==> src/rtl/memory_access_stage_pkg.sv <==
// Shared pipeline types for the memory-access stage: rd control, memory
// operation and size encodings, FSM state, and the alignment rule.
package memory_access_stage_pkg;

    typedef struct packed {
        logic       wEnable;
        logic [4:0] addr;
    } RDCtrl;

    typedef enum logic [1:0] {
        MEM_NONE  = 2'd0,
        MEM_LOAD  = 2'd1,
        MEM_STORE = 2'd2
    } MemOp;

    typedef enum logic [1:0] {
        SIZE_BYTE = 2'd0,
        SIZE_HALF = 2'd1,
        SIZE_WORD = 2'd2
    } MemSize;

    typedef enum logic [1:0] {
        ST_IDLE  = 2'd0,
        ST_REQ   = 2'd1,
        ST_RESP  = 2'd2,
        ST_DRAIN = 2'd3
    } MemState;

    localparam RDCtrl RD_CTRL_NONE = '{wEnable: 1'b0, addr: 5'd0};

    // Halfwords need an even address, words (and the unused encoding) need
    // a 4-byte aligned address; bytes are always aligned.
    function automatic logic is_misaligned(input logic [1:0] size, input logic [1:0] off);
        logic bad;
        case (MemSize'(size))
            SIZE_BYTE: bad = 1'b0;
            SIZE_HALF: bad = off[0];
            default:   bad = (off != 2'b00);
        endcase
        return bad;
    endfunction

endpackage

==> src/rtl/load_store_align.sv <==
// Combinational lane logic: store data replication and byte strobes, load
// extraction with sign/zero extension, and the misalignment check.
module load_store_align
    import memory_access_stage_pkg::*;
#(
    parameter int XLEN = 32
) (
    input  logic [1:0]      addr_lo,
    input  logic [1:0]      size,
    input  logic            is_unsigned,
    input  logic [XLEN-1:0] store_data,
    input  logic [XLEN-1:0] load_word,
    output logic [XLEN-1:0] wdata,
    output logic [3:0]      strb,
    output logic [XLEN-1:0] load_value,
    output logic            misaligned
);

    logic [XLEN-1:0] shifted_s;

    assign shifted_s  = load_word >> {addr_lo, 3'b000};
    assign misaligned = is_misaligned(size, addr_lo);

    // Store lanes: replicate narrow data across the word and pick strobes
    always_comb begin
        wdata = store_data;
        strb  = 4'b1111;
        case (MemSize'(size))
            SIZE_BYTE: begin
                wdata = {(XLEN/8){store_data[7:0]}};
                strb  = 4'b0001 << addr_lo;
            end
            SIZE_HALF: begin
                wdata = {(XLEN/16){store_data[15:0]}};
                strb  = 4'b0011 << addr_lo;
            end
            default: begin
                wdata = store_data;
                strb  = 4'b1111;
            end
        endcase
    end

    // Load extract: take the low lane of the shifted word and extend it
    always_comb begin
        load_value = shifted_s;
        case (MemSize'(size))
            SIZE_BYTE: begin
                if (is_unsigned) begin
                    load_value = {{(XLEN-8){1'b0}}, shifted_s[7:0]};
                end else begin
                    load_value = {{(XLEN-8){shifted_s[7]}}, shifted_s[7:0]};
                end
            end
            SIZE_HALF: begin
                if (is_unsigned) begin
                    load_value = {{(XLEN-16){1'b0}}, shifted_s[15:0]};
                end else begin
                    load_value = {{(XLEN-16){shifted_s[15]}}, shifted_s[15:0]};
                end
            end
            default: load_value = shifted_s;
        endcase
    end

endmodule

==> src/rtl/memory_access_stage.sv <==
// Memory-access pipeline stage: runs loads/stores over a valid/ready data
// port with a separate response channel, stalls upstream while a transaction
// is outstanding, and fills the write-back pipe register.
module memory_access_stage
    import memory_access_stage_pkg::*;
#(
    parameter int XLEN = 32
) (
    input  logic            clk,
    input  logic            rst,
    input  logic            inValid,
    input  logic [XLEN-1:0] inAddr,
    input  logic [XLEN-1:0] inStoreData,
    input  logic [1:0]      inMemOp,
    input  logic [1:0]      inSize,
    input  logic            inUnsigned,
    input  RDCtrl           inRdCtrl,
    input  logic            flush,
    output logic            stall,
    output RDCtrl           rdCtrl,
    output logic            dmemReqValid,
    input  logic            dmemReqReady,
    output logic [XLEN-1:0] dmemAddr,
    output logic            dmemWe,
    output logic [XLEN-1:0] dmemWdata,
    output logic [3:0]      dmemStrb,
    input  logic            dmemRespValid,
    input  logic [XLEN-1:0] dmemRdata,
    output logic            misaligned,
    output logic            wbValid,
    output RDCtrl           wbRdCtrl,
    output logic [XLEN-1:0] wbData
);

    MemState         state_r, state_n;
    logic [XLEN-1:0] addr_r, store_data_r;
    logic [1:0]      size_r;
    logic            unsigned_r, is_store_r;
    RDCtrl           rd_r;
    logic            wb_valid_r;
    RDCtrl           wb_rd_r;
    logic [XLEN-1:0] wb_data_r;

    logic [XLEN-1:0] cur_addr_s, cur_store_data_s;
    logic [1:0]      cur_size_s;
    logic            cur_unsigned_s, cur_store_s;
    logic [XLEN-1:0] wdata_s, load_value_s;
    logic [3:0]      strb_s;
    logic            misalign_s;
    logic            is_load_s, is_store_s, mem_op_s, start_s, req_s, accept_s;
    logic            complete_s, cmp_valid_s;
    RDCtrl           cmp_rd_s;
    logic [XLEN-1:0] cmp_data_s;

    // Operand select: live inputs while idle, the captured copy once launched
    always_comb begin
        if (state_r == ST_IDLE) begin
            cur_addr_s       = inAddr;
            cur_store_data_s = inStoreData;
            cur_size_s       = inSize;
            cur_unsigned_s   = inUnsigned;
            cur_store_s      = is_store_s;
        end else begin
            cur_addr_s       = addr_r;
            cur_store_data_s = store_data_r;
            cur_size_s       = size_r;
            cur_unsigned_s   = unsigned_r;
            cur_store_s      = is_store_r;
        end
    end

    load_store_align #(.XLEN(XLEN)) u_align (
        .addr_lo     (cur_addr_s[1:0]),
        .size        (cur_size_s),
        .is_unsigned (cur_unsigned_s),
        .store_data  (cur_store_data_s),
        .load_word   (dmemRdata),
        .wdata       (wdata_s),
        .strb        (strb_s),
        .load_value  (load_value_s),
        .misaligned  (misalign_s)
    );

    assign is_load_s  = (inMemOp == MEM_LOAD);
    assign is_store_s = (inMemOp == MEM_STORE);
    assign mem_op_s   = inValid && (is_load_s || is_store_s);
    assign start_s    = rst && (state_r == ST_IDLE) && mem_op_s && !flush && !misalign_s;
    assign req_s      = start_s || (rst && (state_r == ST_REQ) && !flush);
    assign accept_s   = req_s && dmemReqReady;

    // Next state and completion: what (if anything) lands in write-back
    always_comb begin
        state_n     = state_r;
        complete_s  = 1'b0;
        cmp_valid_s = 1'b0;
        cmp_rd_s    = RD_CTRL_NONE;
        cmp_data_s  = {XLEN{1'b0}};
        case (state_r)
            ST_IDLE: begin
                if (start_s) begin
                    if (accept_s && is_store_s) begin
                        complete_s  = 1'b1;
                        cmp_valid_s = 1'b1;
                        cmp_rd_s    = '{wEnable: 1'b0, addr: inRdCtrl.addr};
                        cmp_data_s  = inAddr;
                    end else if (accept_s) begin
                        state_n = ST_RESP;
                    end else begin
                        state_n = ST_REQ;
                    end
                end else begin
                    // Non-memory op, bubble, flushed op or misaligned access
                    complete_s  = 1'b1;
                    cmp_valid_s = inValid && !flush && !(mem_op_s && misalign_s);
                    cmp_rd_s    = inRdCtrl;
                    cmp_data_s  = inAddr;
                end
            end
            ST_REQ: begin
                if (flush) begin
                    complete_s = 1'b1;
                    state_n    = ST_IDLE;
                end else if (accept_s && is_store_r) begin
                    complete_s  = 1'b1;
                    cmp_valid_s = 1'b1;
                    cmp_rd_s    = '{wEnable: 1'b0, addr: rd_r.addr};
                    cmp_data_s  = addr_r;
                    state_n     = ST_IDLE;
                end else if (accept_s) begin
                    state_n = ST_RESP;
                end else begin
                    state_n = ST_REQ;
                end
            end
            ST_RESP: begin
                if (dmemRespValid) begin
                    complete_s  = 1'b1;
                    cmp_valid_s = !flush;
                    cmp_rd_s    = rd_r;
                    cmp_data_s  = load_value_s;
                    state_n     = ST_IDLE;
                end else if (flush) begin
                    state_n = ST_DRAIN;
                end else begin
                    state_n = ST_RESP;
                end
            end
            ST_DRAIN: begin
                if (dmemRespValid) begin
                    state_n = ST_IDLE;
                end else begin
                    state_n = ST_DRAIN;
                end
            end
            default: state_n = ST_IDLE;
        endcase
    end

    // FSM state plus capture of the operation at launch so the request stays stable
    always_ff @(posedge clk or negedge rst) begin
        if (!rst) begin
            state_r      <= ST_IDLE;
            addr_r       <= {XLEN{1'b0}};
            store_data_r <= {XLEN{1'b0}};
            size_r       <= 2'd0;
            unsigned_r   <= 1'b0;
            is_store_r   <= 1'b0;
            rd_r         <= RD_CTRL_NONE;
        end else begin
            state_r <= state_n;
            if (start_s) begin
                addr_r       <= inAddr;
                store_data_r <= inStoreData;
                size_r       <= inSize;
                unsigned_r   <= inUnsigned;
                is_store_r   <= is_store_s;
                rd_r         <= inRdCtrl;
            end
        end
    end

    // Write-back pipe register: loaded on completion, a bubble while stalled
    always_ff @(posedge clk or negedge rst) begin
        if (!rst) begin
            wb_valid_r <= 1'b0;
            wb_rd_r    <= RD_CTRL_NONE;
            wb_data_r  <= {XLEN{1'b0}};
        end else begin
            wb_valid_r <= complete_s && cmp_valid_s;
            if (complete_s) begin
                wb_rd_r   <= cmp_rd_s;
                wb_data_r <= cmp_data_s;
            end
        end
    end

    // Handshake-side outputs are gated by reset so they read zero while it is held
    assign stall        = rst && !complete_s;
    assign dmemReqValid = req_s;
    assign dmemAddr     = {cur_addr_s[XLEN-1:2], 2'b00};
    assign dmemWe       = req_s && cur_store_s;
    assign dmemWdata    = wdata_s;
    assign dmemStrb     = strb_s;
    assign misaligned   = rst && (state_r == ST_IDLE) && mem_op_s && !flush && misalign_s;
    assign rdCtrl       = (rst && inValid) ? inRdCtrl : RD_CTRL_NONE;
    assign wbValid      = wb_valid_r;
    assign wbRdCtrl     = wb_rd_r;
    assign wbData       = wb_data_r;

endmodule

==> config.mk <==
export PLATFORM = sky130hd
export DESIGN_NAME = memory_access_stage
export DESIGN_NICKNAME = d
export VERILOG_FILES = /design/src/rtl/memory_access_stage_pkg.sv /design/src/rtl/load_store_align.sv /design/src/rtl/memory_access_stage.sv
export SDC_FILE = /design/constraint.sdc
export NUM_CORES = 1
export LEC_CHECK = 0
export CELL_PAD_IN_SITES_DETAIL_PLACEMENT = 0
export CELL_PAD_IN_SITES_GLOBAL_PLACEMENT = 2
export CORE_ASPECT_RATIO = 0.8
export CORE_MARGIN = 4
export CORE_UTILIZATION = 28
export DETAILED_ROUTE_END_ITERATION = 8
export PLACE_DENSITY_LB_ADDON = 0.08
export SLEW_MARGIN = 5
export SYNTH_ARGS = -nofsm -noshare
export SYNTH_HDL_FRONTEND = slang
export SYNTH_SLANG_ARGS = --single-unit
==> constraint.sdc <==
create_clock -name clk -period 2.95 [get_ports clk]
set_input_delay 0.4425 -clock clk [delete_from_list [all_inputs] [get_ports clk]]
set_output_delay 0.4425 -clock clk [all_outputs]
set_load 0.01 [all_outputs]
==> reports/results.tsv <==
metric	value	unit
top_layer	met5	
synth-edff-count	0	
reg2regPathDepth	10	
syn_area_per_cell	9.70	sq um
async_flop_share	100	%
yosys_warnings	0	
critPathKind	in2out	
gp_congestion	0.862	
violations	setup timing	
start_util	28.7	%
period_share	102	%
area.growth.synth_to_final	55.7	%
overflow	0	
cts-root-buf	clkbuf_16	
fmax	332	MHz
fin_util	44.7	%
peakVddDrop	0.000368	V
clock_latency	0.42	ns
synth_top_area_share	40.9	%
max_slew_margin	50.8	%
drtAntennaViolNets	0	
grt_util_all_layers	19.9	%
placementRows	51	
wl_met1	13.5	mm
crit_required	2.51	ns
portBuffers	227	
dp_hpwl	20.2	mm
ys_types	63	
n_antenna_cell	0	
r2r_start	state_r[0]	
min_path_type	in2async	
hold_viol_final	0	
report.final.slew_viol_count	0	
pin_count	230	
grt_max_degree	111	
startpoint_type	input pin	
finalSetupViolCount	1	
r2r_slack	0.21	ns
nFillCells	2404	
crit_path_max_fanout	3	
dieHeight	150	um
numCtsBuffers	17	
clkSinkCount	115	
dp.cells	1290	
drt_iter0_markers	347	
clock_skew	0.0106	ns
synth_top_area_cell	dfrtp_1	
r2r_end	store_data_r[27]	
synthesis.area	7030	sq um
met3_length	1.55	mm
die_area	27700	sq um
synth_cells	725	
grt_pass1_wl	42.4	mm
first_pass_iters	4	
crit_path_end_kind	primary output	
wl_per_cell	20.9	um
rsz0062_at_grt	yes	
fp.dieW	185	um
finalNonFillerCells	1337	
clk_path_buf_depth	2	
clkTransAtPathRegs	0.06	ns
synth-seq-cells	115	
outcome	complete, but fails checks	
crit_start	inMemOp[1]	
nets	1120	
yosysSeqAreaShare	40.9	%
leakage	4.89	nW
synth_most_common_cell	nand2_1	
antenna_found_initial	1	
netlist_top_cells_count	nand2_1, dfrtp_1, mux2_2, nor2_1, a21oi_1	
grt_pass1_vias	7023	
final_layout_size_suffix_gt1_share	23.8	%
synthFlopType	dfrtp_1	
worstMarginPinSlew	0.739	ns
post_drt_via_cell_ratio	5.10	
htree_levels	4	
synth_area_leaders	dfrtp_1, mux2_2, nand2_1	
min_period	3.01	ns
wl_met2	12.6	mm
fin_ws	-0.0603	ns
p_per_area	539	nW/um^2
core	24500	sq um
remaining_drc_errors	0	
maxCapViolations	0	
wirelength	28.0	mm
crit_arrival	2.57	ns
cts_tree	yes	
vias	6819	
==> worst max path at each step <==
| stage | endpoint | slack, ns | cells past startpoint |
|---|---|---|---|
| final | stall | -0.06 | 9 |
| after global routing | stall | -0.14 | 9 |
| after CTS | stall | -0.15 | 8 |
| after detailed placement | stall | -0.68 | 10 |
| after global placement | stall | -0.73 | 10 |
| after floorplan | dmemWe | 0.11 | 8 |
==> what timing repair did <==
item,4_1_cts,5_1_grt
buffers inserted,9,2
gates resized for setup,45,17
hold buffers,1,0
hold endpoints to repair,6,0
pin swaps,5,5
endpoints found under the setup margin,63,40
cloned,2,1
==> placed cells by master (no fill, tap or decap), drive strengths merged, types with 3 or more instances in the layout <==
cell | synthesis | routed
nand3 | 9 | 9
a21oi | 33 | 33
nand2 | 137 | 137
o21ai | 27 | 27
clkinv | 0 | 4
a2bb2oi | 5 | 5
clkdlybuf4s50 | 0 | 198
inv | 23 | 28
mux4 | 7 | 7
nor2 | 37 | 37
a22o | 8 | 8
a21o | 3 | 3
clkbuf | 22 | 20
nor3b | 3 | 3
mux2 | 85 | 85
dlymetal6s2s | 0 | 10
dlygate4sd2 | 0 | 16
o21a | 3 | 3
a22oi | 7 | 7
a221o | 10 | 10
clkinvlp | 0 | 4
o2bb2ai | 4 | 4
o221ai | 8 | 8
a31oi | 3 | 3
o211ai | 8 | 8
nor4 | 5 | 5
a211o | 16 | 16
a221oi | 16 | 16
a211oi | 23 | 23
buf | 32 | 87
and3 | 10 | 10
mux2i | 30 | 30
dfrtp | 115 | 115
and2 | 9 | 9
==> stage by stage <==
stage	power [W]	hold slack (ns)	cell area (sq um)	setup WS [ns]	TNS, ns
final	0.00590	0.0987	10900	-0.0603	-0.0603
after global routing	0.00625	0.182	10900	-0.141	-0.153
after global placement	0.00391	0.445	10100	-0.733	-35.98
after floorplan	0.00306	0.147	7040	0.114	0
after CTS	0.00597	0.162	10900	-0.153	-0.231
after detailed placement	0.00395	0.446	10100	-0.678	-28.00
==> power by group <==
part	leakage [nW]	internal [W]	switching [W]
Combinational	3.24	0.000968	0.000731
Sequential	1.39	0.00198	0.000286
Clock	0.263	0.00113	0.000802
Total	4.89	0.00408	0.00182
==> cell families after synthesis <==
group / Yosys count / share of synthesized area (%)
flops: 115 / 40.9
mux: 122 / 20.1
buf+inv: 77 / 4.91
other cells: 1 / 0.0533
compound gates: 181 / 18.9
simple gates: 228 / 14.9
fa+ha+maj: 1 / 0.178
==> layout make-up <==
| type | instances | area (sq um) | area share, % |
|---|---|---|---|
| multi-input cells | 534 | 3930 | 35.9 |
| clock buffers | 19 | 453 | 4.14 |
| well taps | 318 | 398 | 3.63 |
| repair buffers | 315 | 3100 | 28.3 |
| inverters | 23 | 86.3 | 0.788 |
| flip-flops and latches | 115 | 2880 | 26.3 |
| clock inverters | 13 | 101 | 0.926 |
==> worst max-delay path, cell delays in order <==
cell and delay, ns:
clkdlybuf4s50_1 0.50, ha_4 0.22, nor4bb_4 0.29, buf_4 0.17, o2111ai_2 0.13, o21a_1 0.23, nor3_4 0.28, and2_1 0.18
buf_2 0.13
==> layer usage <==
layer,up-vias,track usage (%)
met3,19,4.45
met5,-,0
met1,3357,28.6
met2,200,30.5
li1,3241,-
met4,2,4.73
==> registers in the layout, indices dropped and copies added (netlist names) <==
signal / cells
addr_r: 32
store_data_r: 32
wbData: 32
rd_r: 6
wbRdCtrl: 6
size_r: 2
state_r: 2
is_store_r: 1
unsigned_r: 1
wbValid: 1
(Power assumes the default switching activity.)
